<file path="src/rtl/div_iter_unit_pkg.sv">
// Shared encodings for the iterative divider: operation codes, FSM states
// and the radix legality check.
package div_iter_unit_pkg;

    typedef enum logic [1:0] {
        DIV_OP  = 2'b00,
        DIVU_OP = 2'b01,
        REM_OP  = 2'b10,
        REMU_OP = 2'b11
    } div_op_e;

    typedef enum logic [1:0] {
        ST_IDLE = 2'b00,
        ST_ITER = 2'b01,
        ST_FIX  = 2'b10,
        ST_DONE = 2'b11
    } div_state_e;

    localparam int unsigned DIV_RADIX_MAX = 32'd2;

    function automatic bit div_radix_legal(input int unsigned radix_bits);
        return (radix_bits >= 32'd1) && (radix_bits <= DIV_RADIX_MAX);
    endfunction

endpackage

</file>
<file path="src/rtl/div_restore_step.sv">
// One restoring-division step: shift in a dividend bit, trial-subtract the
// divisor on XLEN+1 bits and keep the difference when it is non-negative.
module div_restore_step
    import div_iter_unit_pkg::*;
#(
    parameter int XLEN = 32
) (
    input  logic [XLEN-1:0] prev_rem,
    input  logic            next_bit,
    input  logic [XLEN-1:0] divisor,
    output logic [XLEN-1:0] next_rem,
    output logic            q_bit
);

    logic [XLEN:0] shifted_s;
    logic [XLEN:0] trial_s;

    // prev_rem < divisor, so the XLEN+1-bit difference never wraps and its MSB is the sign
    assign shifted_s = {prev_rem, next_bit};
    assign trial_s   = shifted_s - {1'b0, divisor};
    assign q_bit     = ~trial_s[XLEN];
    assign next_rem  = q_bit ? trial_s[XLEN-1:0] : shifted_s[XLEN-1:0];

endmodule

</file>
<file path="src/rtl/div_iter_unit.sv">
// Iterative DIV/DIVU/REM/REMU unit with start/busy/valid handshake.
// Optional macro DIV_EARLY_OUT_EN: leading-zero early-out shortens latency for small dividends.
module div_iter_unit
    import div_iter_unit_pkg::*;
#(
    parameter int XLEN       = 32,
    parameter int RADIX_BITS = 1
) (
    input  logic            clk_i,
    input  logic            rst_i,
    input  logic            start_i,
    input  logic [1:0]      op_i,
    input  logic [XLEN-1:0] dividend_i,
    input  logic [XLEN-1:0] divisor_i,
    input  logic            flush_i,
    input  logic            busywait_i,
    output logic            busy_o,
    output logic            valid_o,
    output logic [XLEN-1:0] result_o
);

    localparam int ITERS = XLEN / RADIX_BITS;
    localparam int CNT_W = $clog2(ITERS + 1);
    localparam logic [CNT_W-1:0] CNT_FULL = CNT_W'(ITERS);
    localparam logic [CNT_W-1:0] CNT_ONE  = CNT_W'(32'd1);
    localparam logic [XLEN-1:0]  ZERO     = {XLEN{1'b0}};
    localparam logic [XLEN-1:0]  ONES     = {XLEN{1'b1}};
    localparam logic [XLEN-1:0]  MIN_NEG  = {1'b1, {(XLEN-1){1'b0}}};

    if (!div_radix_legal(RADIX_BITS) || ((XLEN % RADIX_BITS) != 0)) begin : g_bad_cfg
        $error("div_iter_unit: RADIX_BITS must be 1 or 2 and divide XLEN");
    end

    div_state_e      state_r, next_state_s;
    div_op_e         op_r;
    logic [XLEN-1:0] dvd_r, dvs_r, rem_r, result_r;
    logic [CNT_W-1:0] cnt_r, load_cnt_s;
    logic            q_neg_r, r_neg_r, valid_r;
    logic            busy_s, valid_d_s;

    logic            signed_op_s, is_rem_s, a_neg_s, b_neg_s;
    logic            zero_div_s, ovf_s, fast_s;
    logic [XLEN-1:0] a_abs_s, b_abs_s, fast_result_s, load_dvd_s;
    logic [XLEN-1:0] q_fix_s, r_fix_s, fix_result_s;
    logic [XLEN-1:0] chain_rem_s [RADIX_BITS+1];
    logic [RADIX_BITS-1:0] q_bits_s;

    assign signed_op_s = (op_i == DIV_OP) || (op_i == REM_OP);
    assign is_rem_s    = (op_i == REM_OP) || (op_i == REMU_OP);
    assign a_neg_s     = signed_op_s & dividend_i[XLEN-1];
    assign b_neg_s     = signed_op_s & divisor_i[XLEN-1];
    assign a_abs_s     = a_neg_s ? (ZERO - dividend_i) : dividend_i;
    assign b_abs_s     = b_neg_s ? (ZERO - divisor_i) : divisor_i;

    // Zero divisor and signed overflow resolve without iterating
    assign zero_div_s    = (divisor_i == ZERO);
    assign ovf_s         = signed_op_s && (dividend_i == MIN_NEG) && (divisor_i == ONES);
    assign fast_s        = zero_div_s | ovf_s;
    assign fast_result_s = zero_div_s ? (is_rem_s ? dividend_i : ONES)
                                      : (is_rem_s ? ZERO : dividend_i);

`ifdef DIV_EARLY_OUT_EN
    // Leading-zero count trims the iteration count and pre-aligns the dividend
    always_comb begin
        int lz_v;
        int n_v;
        lz_v = XLEN;
        for (int i = 0; i < XLEN; i++) begin
            if (a_abs_s[i]) lz_v = XLEN - 1 - i;
            else            lz_v = lz_v;
        end
        n_v = (XLEN - lz_v + RADIX_BITS - 1) / RADIX_BITS;
        if (n_v < 1) n_v = 1;
        else         n_v = n_v;
        load_cnt_s = CNT_W'(n_v);
        load_dvd_s = a_abs_s << (XLEN - n_v * RADIX_BITS);
    end
`else
    assign load_cnt_s = CNT_FULL;
    assign load_dvd_s = a_abs_s;
`endif

    // Restoring steps chained so one cycle retires RADIX_BITS quotient bits
    assign chain_rem_s[0] = rem_r;
    for (genvar g = 0; g < RADIX_BITS; g++) begin : g_step
        div_restore_step #(.XLEN(XLEN)) u_step (
            .prev_rem (chain_rem_s[g]),
            .next_bit (dvd_r[XLEN-1-g]),
            .divisor  (dvs_r),
            .next_rem (chain_rem_s[g+1]),
            .q_bit    (q_bits_s[RADIX_BITS-1-g])
        );
    end

    // Sign correction and quotient/remainder select for the FIX cycle
    assign q_fix_s = q_neg_r ? (ZERO - dvd_r) : dvd_r;
    assign r_fix_s = r_neg_r ? (ZERO - rem_r) : rem_r;
    always_comb begin
        fix_result_s = q_fix_s;
        case (op_r)
            DIV_OP, DIVU_OP: fix_result_s = q_fix_s;
            REM_OP, REMU_OP: fix_result_s = r_fix_s;
            default:         fix_result_s = q_fix_s;
        endcase
    end

    // FSM state register
    always_ff @(posedge clk_i or posedge rst_i) begin
        if (rst_i) state_r <= ST_IDLE;
        else       state_r <= next_state_s;
    end

    // FSM next-state logic; flush overrides everything
    always_comb begin
        next_state_s = state_r;
        if (flush_i) begin
            next_state_s = ST_IDLE;
        end else begin
            case (state_r)
                ST_IDLE: begin
                    if (start_i) next_state_s = fast_s ? ST_DONE : ST_ITER;
                    else         next_state_s = ST_IDLE;
                end
                ST_ITER: next_state_s = (cnt_r == CNT_ONE) ? ST_FIX : ST_ITER;
                ST_FIX:  next_state_s = ST_DONE;
                ST_DONE: next_state_s = busywait_i ? ST_DONE : ST_IDLE;
                default: next_state_s = ST_IDLE;
            endcase
        end
    end

    // FSM outputs: busy is combinational from start so the stall lands in the request cycle
    always_comb begin
        busy_s = 1'b0;
        case (state_r)
            ST_IDLE:         busy_s = start_i & ~flush_i;
            ST_ITER, ST_FIX: busy_s = 1'b1;
            ST_DONE:         busy_s = 1'b0;
            default:         busy_s = 1'b0;
        endcase
        valid_d_s = (next_state_s == ST_DONE);
    end

    // Operand latch, iteration datapath and result register
    always_ff @(posedge clk_i or posedge rst_i) begin
        if (rst_i) begin
            op_r     <= DIV_OP;
            dvd_r    <= ZERO;
            dvs_r    <= ZERO;
            rem_r    <= ZERO;
            cnt_r    <= {CNT_W{1'b0}};
            q_neg_r  <= 1'b0;
            r_neg_r  <= 1'b0;
            valid_r  <= 1'b0;
            result_r <= ZERO;
        end else begin
            valid_r <= valid_d_s;
            case (state_r)
                ST_IDLE: begin
                    if (start_i && !flush_i) begin
                        op_r    <= div_op_e'(op_i);
                        dvd_r   <= load_dvd_s;
                        dvs_r   <= b_abs_s;
                        rem_r   <= ZERO;
                        cnt_r   <= load_cnt_s;
                        q_neg_r <= a_neg_s ^ b_neg_s;
                        r_neg_r <= a_neg_s;
                        if (fast_s) result_r <= fast_result_s;
                    end
                end
                ST_ITER: begin
                    dvd_r <= {dvd_r[XLEN-1-RADIX_BITS:0], q_bits_s};
                    rem_r <= chain_rem_s[RADIX_BITS];
                    cnt_r <= cnt_r - CNT_ONE;
                end
                ST_FIX: begin
                    if (!flush_i) result_r <= fix_result_s;
                end
                default: ;
            endcase
        end
    end

    assign busy_o   = busy_s;
    assign valid_o  = valid_r;
    assign result_o = result_r;

endmodule
</file>
<file path="config.mk">
export PLATFORM = sky130hd
export DESIGN_NAME = div_iter_unit
export DESIGN_NICKNAME = d
export VERILOG_FILES = /design/src/rtl/div_iter_unit_pkg.sv /design/src/rtl/div_restore_step.sv /design/src/rtl/div_iter_unit.sv
export SDC_FILE = /design/constraint.sdc
export NUM_CORES = 1
export LEC_CHECK = 0
export BUFFER_PORTS_ARGS = -buffer_cell sky130_fd_sc_hd__buf_2
export CAP_MARGIN = 30
export CELL_PAD_IN_SITES_DETAIL_PLACEMENT = 1
export CELL_PAD_IN_SITES_GLOBAL_PLACEMENT = 1
export CORE_AREA = 3 3 164 166
export CTS_CLUSTER_DIAMETER = 200
export DETAILED_ROUTE_END_ITERATION = 10
export DIE_AREA = 0 0 167 169
export GPL_ROUTABILITY_DRIVEN = 1
export PLACE_DENSITY_LB_ADDON = 0.12
export SLEW_MARGIN = 20
export SYNTH_ARGS = -nofsm -noshare
export SYNTH_HDL_FRONTEND = slang
export SYNTH_HIERARCHICAL = 1
export SYNTH_SLANG_ARGS = --single-unit
export TNS_END_PERCENT = 20
</file>
<file path="constraint.sdc">
create_clock -name clk_i -period 5 [get_ports clk_i]
set_clock_uncertainty 0.15 [all_clocks]
set_input_delay 0.25 -clock clk_i [delete_from_list [all_inputs] [get_ports clk_i]]
set_output_delay 0.25 -clock clk_i [all_outputs]
set_load 0.02 [all_outputs]
</file>
After elaboration in Yosys (flattened, before gate mapping)

Index checks and enable logic that the tools add are counted.

RAM bits: 0
Memories: 0
Flip-flop bits (word level): 141
Word-level logic and storage cells: 82
Memory bits (read-only): 0
Bits in latches: 0
Output and inout bits: 34

Eq/ne operators: 15
Reduce and logical (&&, ||, !) cells: 18
Bitwise gates (word level): 7
Shift-type cells: 0
$mul: 0
Div/mod/pow operators: 0
$add $sub $neg: 6
Muxes and demuxes: 26
Order comparisons: 0

Operator list:

| cell                                                                   | count |
|---|---|
| 32-bit 2-to-1 mux                                                      | 13 |
| 32-bit one-hot mux with 2 select lines                                 | 4 |
| 1-bit by 32-bit subtractor with 32-bit output (first input constant)   | 4 |
| 32-bit equality test (second input constant)                           | 2 |
| 33-bit by 32-bit subtractor with 33-bit output                         | 1 |
| 32-bit logical NOT                                                     | 1 |
| 2-bit equality test (second input constant)                            | 7 |
| 6-bit one-hot mux with 2 select lines                                  | 1 |
| 2-bit 2-to-1 mux                                                       | 5 |
| 2-bit one-hot mux with 4 select lines                                  | 1 |
| 6-bit by 1-bit equality test with 1-bit output (second input constant) | 1 |
| 2-bit logical NOT                                                      | 3 |
| 6-bit 2-to-1 mux                                                       | 1 |
| 2-bit != test (second input constant)                                  | 3 |
| 2-bit OR reduction                                                     | 3 |
| 6-bit by 1-bit subtractor with 6-bit output (second input constant)    | 1 |
| 2-bit by 1-bit equality test with 1-bit output (second input constant) | 2 |
| 2-bit AND reduction                                                    | 2 |
| 4-bit AND reduction                                                    | 1 |
| 2-bit nonzero test                                                     | 2 |
| 1-bit bitwise AND                                                      | 3 |
| 1-bit logical AND                                                      | 3 |
| 1-bit one-hot mux with 3 select lines                                  | 1 |
| 1-bit logical OR                                                       | 2 |
| 4 further kinds                                                        | 5 |

Logic depth before layout (Yosys ltp)

Gate-level depths: netlist of the first run.

Depth in word-level cells: 10
Depth in mapped cells: 16
Depth with buffers taken out: 14

Modules after synthesis

Netlist of the first run, hierarchy kept.

Modules (own cells, without submodules):

| module           | times used | cells an instance | area each (µm²) | sequential area each (µm²) |
|---|---|---|---|---|
| div_iter_unit    | 1          | 1,047             | 9,069.9         | 3,503.4 |
| div_restore_step | 1          | 305               | 2,358.5         | 0.0 |

Least setup slack after synthesis of the first run

OpenSTA, ideal clock, no wires.

Path kind: reg2reg
Start point: register dvd_r[31]
End point: register rem_r[10]
Library setup time: 0.121 ns
Period minus slack after synthesis: 3.601 ns
Setup slack: 1.399 ns
Cell stages (with the launch flop): 17
Arrival: 3.330 ns
Data required time: 4.729 ns
Cell sequence: dfrtp_1 inv_1 ha_1 fa_1 and2b_1 o2111ai_2 a21oi_2 o2111ai_1 a211oi_2 nor2_4 mux2i_4 and2_4 buf_12 inv_8 buf_12 mux2_4 a22o_1

RTL lines:

| item                     | RTL line             | source |
|---|---|---|
| start: declaration       | div_iter_unit.sv:36  | `logic [XLEN-1:0] dvd_r, dvs_r, rem_r, result_r;` |
| start signal: assignment | div_iter_unit.sv:162 | `dvd_r <= load_dvd_s;` |
| start signal: assignment | div_iter_unit.sv:172 | `dvd_r <= {dvd_r[XLEN-1-RADIX_BITS:0], q_bits_s};` |
| end signal: assignment   | div_iter_unit.sv:173 | `rem_r <= chain_rem_s[RADIX_BITS];` |
| end: declaration         | div_iter_unit.sv:36  |  |

==> results of run 1 <==
-- Yosys cell counts, drive strengths merged (9+ instances only) --
| cell | number | area share (%) |
|---|---|---|
| o21ai | 167 | 7.3 |
| a2111oi | 9 | 0.69 |
| mux2i | 9 | 0.90 |
| nand2b | 12 | 0.66 |
| a22o | 30 | 2.3 |
| a21o | 25 | 1.7 |
| dfrtp | 140 | 31 |
| nand2 | 134 | 4.4 |
| nand4 | 20 | 1.1 |
| inv | 58 | 2.0 |
| ha | 44 | 4.8 |
| or3 | 16 | 0.88 |
| o21a | 12 | 0.79 |
| a211o | 10 | 0.78 |
| a31oi | 9 | 0.49 |
| nand3 | 24 | 1.1 |
| nor3 | 21 | 0.92 |
| xor2 | 78 | 6.0 |
| o41ai | 30 | 2.7 |
| or4 | 15 | 1.0 |
| mux2 | 35 | 4.1 |
| clkbuf | 52 | 1.7 |
| o211ai | 21 | 1.4 |
| xnor2 | 66 | 5.1 |
| nor4 | 19 | 1.1 |
| a21oi | 77 | 3.4 |
| buf | 25 | 1.6 |
| nor2 | 86 | 2.9 |
| o31ai | 29 | 1.9 |
-- timing repair --
| action | 4_1_cts | 5_1_grt |
|---|---|---|
| hold buffers | 7 | 0 |
| setup endpoints to repair | 0 | 0 |
| endpoints found under the hold margin | 57 | 0 |
-- worst max-delay path: stages, from the launching register on --
cell	delay (ns)
dfrtp_1	0.43
inv_1	0.06
ha_1	0.23
fa_1	0.40
and2b_1	0.24
o2111ai_2	0.13
a21oi_2	0.22
o2111ai_1	0.24
a211oi_2	0.34
nor2_4	0.10
mux2i_4	0.34
and2_4	0.30
inv_8	0.12
mux2_4	0.32
a22o_1	0.21
-- stage by stage --
step | instance area [µm²] | hold WS (ns) | total power, mW | setup WS (ns)
2_1_floorplan | 11400 | 0.180 | 5.35 | 0.847
3_3_place_gp | 12200 | 0.186 | 6.30 | 1.19
3_5_place_dp | 12200 | 0.192 | 6.42 | 1.10
4_1_cts | 12900 | 0.00228 | 7.89 | 1.05
5_1_grt | 12900 | 0.0366 | 8.49 | 0.846
6_report | 12900 | 0.0128 | 7.91 | 1.04
-- layout make-up --
cell class                      instances  area (µm²)
Multi-Input combinational cell       1074        7310
Sequential cell                       140        3500
Clock buffer                           18         429
Clock inverter                         14         208
Fill cell                            3110       12800
Inverter                               59         234
Tap cell                              335         419
Timing Repair Buffer                  137         838
-- where the power goes --
| part | internal, mW | switching, mW | total [mW] | leakage [nW] |
|---|---|---|---|---|
| Sequential | 1.57 | 0.557 | 2.12 | 1.79 |
| Combinational | 1.78 | 2.59 | 4.37 | 3.70 |
| Clock | 0.848 | 0.566 | 1.41 | 0.304 |
| Total | 4.20 | 3.71 | 7.91 | 5.79 |
-- logic make-up after synthesis --
group / after synthesis / share of synthesized area, %
buffers and inverters: 138 / 5.52
AOI/OAI and AO/OA: 451 / 25.9
xor gates and xnor gates: 144 / 11.0
adders and majority gates: 46 / 5.08
and+or+nand+nor: 389 / 16.9
muxes: 44 / 4.97
DFF: 140 / 30.7
-- layer usage --
layer | wire length (µm) | part of all wire [%] | track usage (%)
met1 | 18300 | 47 | 38.8
met4 | 1070 | 2.7 | 8.61
met3 | 1760 | 4.5 | 3.46
met5 | 0 | 0 | 0
met2 | 17800 | 46 | 43.5
-- how the worst max path moves through the flow --
stage | from | to | slack [ns] | cells past startpoint
6_report | dvd_r[31] | rem_r[19] | 1.04 | 14
5_1_grt | dvd_r[31] | rem_r[14] | 0.85 | 14
4_1_cts | dvd_r[31] | rem_r[19] | 1.05 | 14
3_5_place_dp | dvd_r[31] | rem_r[3] | 1.10 | 14
3_3_place_gp | dvd_r[31] | rem_r[4] | 1.19 | 14
2_1_floorplan | rst_i | cnt_r[0] | 0.85 | 1
-- sequential cells by signal, indices dropped and copies added, names as in the netlist --
name / count
cnt_r: 6
dvd_r: 32
dvs_r: 32
op_r: 1
q_neg_r: 1
r_neg_r: 1
rem_r: 32
result_o: 32
state_r: 2
valid_o: 1
-- cells in the final DEF (no fill, tap or decap), types with 9 or more instances in the layout --
cell type  synthesis  routed
buf_4              3      23
or3_1             16      16
o21a_1            12      11
a21oi_1           75      75
nand3_1           24      24
inv_1             57      56
nor2_1            85      82
a31oi_1            9       9
nand4_1           19      19
nor3_1            21      21
xnor2_1           66      66
buf_2              7     104
ha_1              44      44
a22o_1            30      30
nand2b_1          12      12
o211ai_1          21      21
mux2_2            16      16
xor2_1            78      78
or4_1             14      14
mux2_4            19      19
o41ai_1           26      26
clkbuf_16          0      17
a211o_1            9       9
o21ai_0          165     164
a2111oi_0          9       9
nand2_1          134     133
nor4_1            18      18
a21o_1            24      24
o31ai_1           29      29
dfrtp_1          140     139
==> flow_summary.yaml, run 1 <==
status:
  status: "completed"
grt:
  grt_pass1_vias: 10952
  gr-usage-all-layers_pct: 27.3
  grt_max_degree: 68
  grt_overflow: 0
  grt_pass1_wl_um: 61600
  antenna_found_initial: 1
route:
  ant_nets: 0
  via_per_inst: 6.05
  vias: 10755
  routed_wl_um: 39000
  drcViolationCount: 0
  wl_per_cell_um: 21.9
  dr.first_iter.drc_count: 677
  dr.pass1.iters: 5
floorplan:
  dieArea_mm2: 0.0282
  die_h_um: 169
  start_util_pct: 44.4
  boundaryPins: 105
  core-area_mm2: 0.0258
  fp.dieW_um: 167
  rows: 59
synthesis:
  ys_ff_latch: 140
  ys_async_sr_fraction_pct: 100
  yosys_warnings: 6
  synth_seq_area_share_pct: 30.7
  synth_edf_count: 0
  synth_area_mm2: 0.0114
  ys_types: 87
  syn-instance-count: 1352
  avgSynthCellArea_um2: 8.45
  synth_nets: 1468
  ys.flop_type: "dfrtp_1"
clock_tree:
  cts.clk_slew.worst_paths_ns: 0.07
  numCtsBuffers: 17
  clock_sinks: 140
  htreeDepth: 4
  cts-root-buf: "clkbuf_16"
  clock_path_buffers: 2
  cts_setup_buffers: 0
  clk_latency_ns: 0.43
  cts_tree: "yes"
  cts.repair.resized: 0
sta:
  fmax_ghz: 0.253
  period_share_pct: 79.2
  setup_viol: 0
  hold_violations: 0
  fin_crit_ns: 3.96
  tns_ns: 0
  worstMarginPinSlew_ns: 0.818
  rsz0062_at_grt: "false"
  slew_headroom_pct: 45.4
  drv_slew: 0
worst_setup_path:
  r2r_cells: 14
  reg2reg_slack_ns: 1.04
  cp-start-kind: "flop"
  crit_path_end_kind: "flop"
  worstPathArrival_ns: 4.12
  setup.worst_path.class: "flop to flop"
  r2r-start: "dvd_r[31]"
  cp_max_fo: 24
  r2r-end: "rem_r[19]"
  required_ns: 5.16
cells_and_area:
  layout-drive-gt1-share_pct: 16.2
  final_nets: 1545
  area_delta_synth_final_pct: 13.3
  insertedDiodeCount: 0
  utilization_pct: 50.2
  final_cell_count_no_fill: 1777
place:
  gp_congestion: 0.879
  dp_hpwl_um: 28800
  place_inst: 1737
  io_buffers: 104
worst_hold_path:
  min_path_type: "input port to flop"
  holdPathEnd: "dvs_r[25]"
  hold_path_startpoint: "divisor_i[25]"
  min_path_cells: 3
pwr:
  p_leak_nw: 5.79
  power_density_mw_per_mm2: 611
  vdd_drop_max_v: 0.000256
flow_run:
  cap_violations: 0
(Power assumes the default switching activity.)
==> run 2, diff against run 1 <==
--- a/config.mk
+++ b/config.mk
@@ -5,14 +5,15 @@
 export SDC_FILE = /design/constraint.sdc
 export NUM_CORES = 1
 export LEC_CHECK = 0
+export ABC_AREA = 1
 export BUFFER_PORTS_ARGS = -buffer_cell sky130_fd_sc_hd__buf_2
 export CAP_MARGIN = 30
 export CELL_PAD_IN_SITES_DETAIL_PLACEMENT = 1
 export CELL_PAD_IN_SITES_GLOBAL_PLACEMENT = 1
-export CORE_AREA = 3 3 164 166
+export CORE_AREA = 3 3 197 199
 export CTS_CLUSTER_DIAMETER = 200
 export DETAILED_ROUTE_END_ITERATION = 10
-export DIE_AREA = 0 0 167 169
+export DIE_AREA = 0 0 200 202
 export GPL_ROUTABILITY_DRIVEN = 1
 export PLACE_DENSITY_LB_ADDON = 0.12
 export SLEW_MARGIN = 20
==> constraint.sdc (replaced) <==
create_clock -name clk_i -period 3.6 [get_ports clk_i]
set_clock_uncertainty 0.15 [all_clocks]
set_input_delay 0.18 -clock clk_i [delete_from_list [all_inputs] [get_ports clk_i]]
set_output_delay 0.18 -clock clk_i [all_outputs]
set_load 0.02 [all_outputs]
==> run 2 against run 1 <==
  * Flip-flop and latch count stayed put
  * Final area is 24% higher
  * Maximum frequency is 31% higher
  * Die area is 43% higher
  * Highest routed layer unchanged
  * Cell count is 75% higher
  * Largest cell class unchanged
==> flow_summary.yaml, run 2 <==
status:
  status: "completed"
clock_tree:
  numCtsBuffers: 17
  cts-root-buf: "clkbuf_16"
  clock_sinks: 140
  clk_latency_ns: 0.46
  htreeDepth: 4
  cts_tree: "yes"
  cts.clk_slew.worst_paths_ns: 0.07
  clock_path_buffers: 2
  cts_setup_buffers: 0
synthesis:
  synth_area_mm2: 0.0140
  ys_types: 41
  yosys_warnings: 6
  ys_top_cells_by_count: "931 x nand2_1, 324 x inv_1, 281 x nor2_1"
  ys.flop_type: "dfrtp_1"
  synth_edf_count: 0
  synth_top_cell_by_area: "dfrtp_1"
  synth_seq_area_share_pct: 25.0
  yosysTopAreaCellShare_pct: 25.0
  synthTopCellsByArea: "dfrtp_1 25%, nand2_1 25%, nand3_1 9.5%"
  synth_nets: 2611
  syn-instance-count: 2495
  yosysMostFrequentCell: "nand2_1"
  avgSynthCellArea_um2: 5.62
  ys_async_sr_fraction_pct: 100
  ys_ff_latch: 140
cells_and_area:
  register_area_mm2: 0.00350
  multiInputGateArea_mm2: 0.00890
  final_nets: 2709
  layout-drive-gt1-share_pct: 7.60
  most-common-layout-cells: "931 x nand2_1, 323 x inv_1, 280 x nor2_1"
  insertedDiodeCount: 0
  utilization_pct: 42.8
  area_delta_synth_final_pct: 14.1
  final_common_cell: "nand2_1"
  n_fill_cell: 5231
  final_cell_count_no_fill: 3117
worst_hold_path:
  min_path_cells: 4
  hold_path_startpoint: "dividend_i[5]"
  holdPathEnd: "dvd_r[5]"
  min_path_type: "input port to flop"
worst_setup_path:
  path_buf_inv: 2
  path_cells: "inv_1 > ha_1 > fa_1 > inv_1 > nand2_1 > nand2_1 > nand3_1 > nand2_2 > nand2_1 > nand2_2 > nand2_2 > nand2_2 > nand2_2 > nand2_4 > nand2_1 > nand2_1 > nand3_1 > o21ai_0"
  required_ns: 3.81
  crit_path_max_incr_delay_ns: 0.47
  cp-start-kind: "flop"
  crit_path_end_kind: "flop"
  cp_max_fo: 33
  r2r-start: "dvd_r[31]"
  cp_top_family: "simple AND/OR/NAND/NOR gates"
  reg2reg_slack_ns: 0.57
  cp_slowest_cell: "dfrtp_1"
  worstPathArrival_ns: 3.25
  r2r-end: "rem_r[2]"
  setup.worst_path.class: "flop to flop"
  r2r_cells: 18
floorplan:
  rows: 71
  fp.dieW_um: 200
  dieArea_mm2: 0.0404
  boundaryPins: 105
  die_h_um: 202
  start_util_pct: 37.5
  core-area_mm2: 0.0374
pwr:
  power_density_mw_per_mm2: 933
  p_leak_nw: 8.84
  switchingPower_mw: 8.60
  pwr-share-clk_pct: 13.1
  netSwitchingFraction_pct: 57.5
  p_seq_share_pct: 20.1
  vdd_drop_max_v: 0.000599
  combPwrFrac_pct: 66.8
  p_int_mw: 6.35
sta:
  rsz0062_at_grt: "false"
  slew_headroom_pct: 37.8
  worstMarginPinSlew_ns: 0.934
  tns_ns: 0
  fin_crit_ns: 3.03
  setup_ws_ns: 0.566
  fmax_ghz: 0.330
  setup_viol: 0
  hold_violations: 0
  period_share_pct: 84.3
  drv_slew: 0
place:
  dp_hpwl_um: 47100
  place_inst: 3045
  gp_congestion: 0.941
  io_buffers: 104
  place_ws_ns: 0.610
route:
  dr.first_iter.drc_count: 1224
  dr.pass1.iters: 5
  vias: 16522
  routed_wl_um: 60300
  via_per_inst: 5.30
  drcViolationCount: 0
  ant_nets: 0
  wl_per_cell_um: 19.3
grt:
  antenna_found_initial: 0
  grt_overflow: 0
  grt_pass1_wl_um: 94500
  gr-usage-all-layers_pct: 30.2
  grt_pass1_vias: 16550
  grt_max_degree: 141
flow_run:
  cap_violations: 0
## run 2: worst max-delay path by stage
stage | startpoint | endpoint | slack, ns | depth (start not counted)
after detailed placement | dvd_r[31] | rem_r[2] | 0.61 | 18
after floorplan | dvd_r[31] | rem_r[21] | 1.19 | 18
after global placement | dvd_r[31] | rem_r[2] | 0.73 | 18
final | dvd_r[31] | rem_r[2] | 0.57 | 18
after global routing | dvd_r[31] | rem_r[17] | 0.35 | 18
after CTS | dvd_r[31] | rem_r[28] | 0.58 | 18
## run 2: final cells by class
cell class,instances,area share (%)
Clock buffer,18,2.74
Clock inverter,14,1.16
Inverter,331,7.78
Multi-Input combinational cell,1938,55.6
Sequential cell,140,21.9
Tap cell,511,3.99
Timing Repair Buffer,165,6.88
## run 2: timing repair
| action | in CTS | in global routing |
|---|---|---|
| hold buffers | 39 | 0 |
| hold endpoints to repair | 177 | 0 |
| resized for setup | 0 | 0 |
## run 2: cell families after synthesis
kind of cell	after synthesis	synth area share [%]
compound gates	299	11.3
xor+xnor	42	2.62
fa+ha+maj	45	4.07
buf+inv	417	11.7
flops	140	25.0
simple gates	1552	45.4
## run 2: power groups by stage
stage	logic [mW]	clock network [mW]	registers (mW)
floorplan	6.86	0	2.92
global placement	9.61	0	3.01
detailed placement	9.83	0	3.02
CTS	9.93	1.99	3.01
global route	11.3	2.06	3.10
finish	9.98	1.96	3.01
## run 2: per-stage QoR
stage          hold slack (ns)  power, mW  instance area (µm²)
6_report                0.0367       14.9                16000
5_1_grt                 0.0527       16.4                16000
4_1_cts                0.00888       14.9                16000
3_5_place_dp             0.311       12.9                15000
3_3_place_gp             0.311       12.6                15000
2_1_floorplan            0.183       9.78                14000
## run 2: routing by layer
metal	routed length, µm	vias up	GRT usage, %
li1	-	8038	-
met1	28400	7969	43.8
met2	26800	448	47.1
met3	3820	67	4.73
met4	1200	0	7.10
met5	0	-	0
## run 2: worst min-delay path, delay by kind of cell
kind	cells	cell delay, ns
AOI/OAI and AO/OA	3	0.27
buffers and inverters	1	0.14
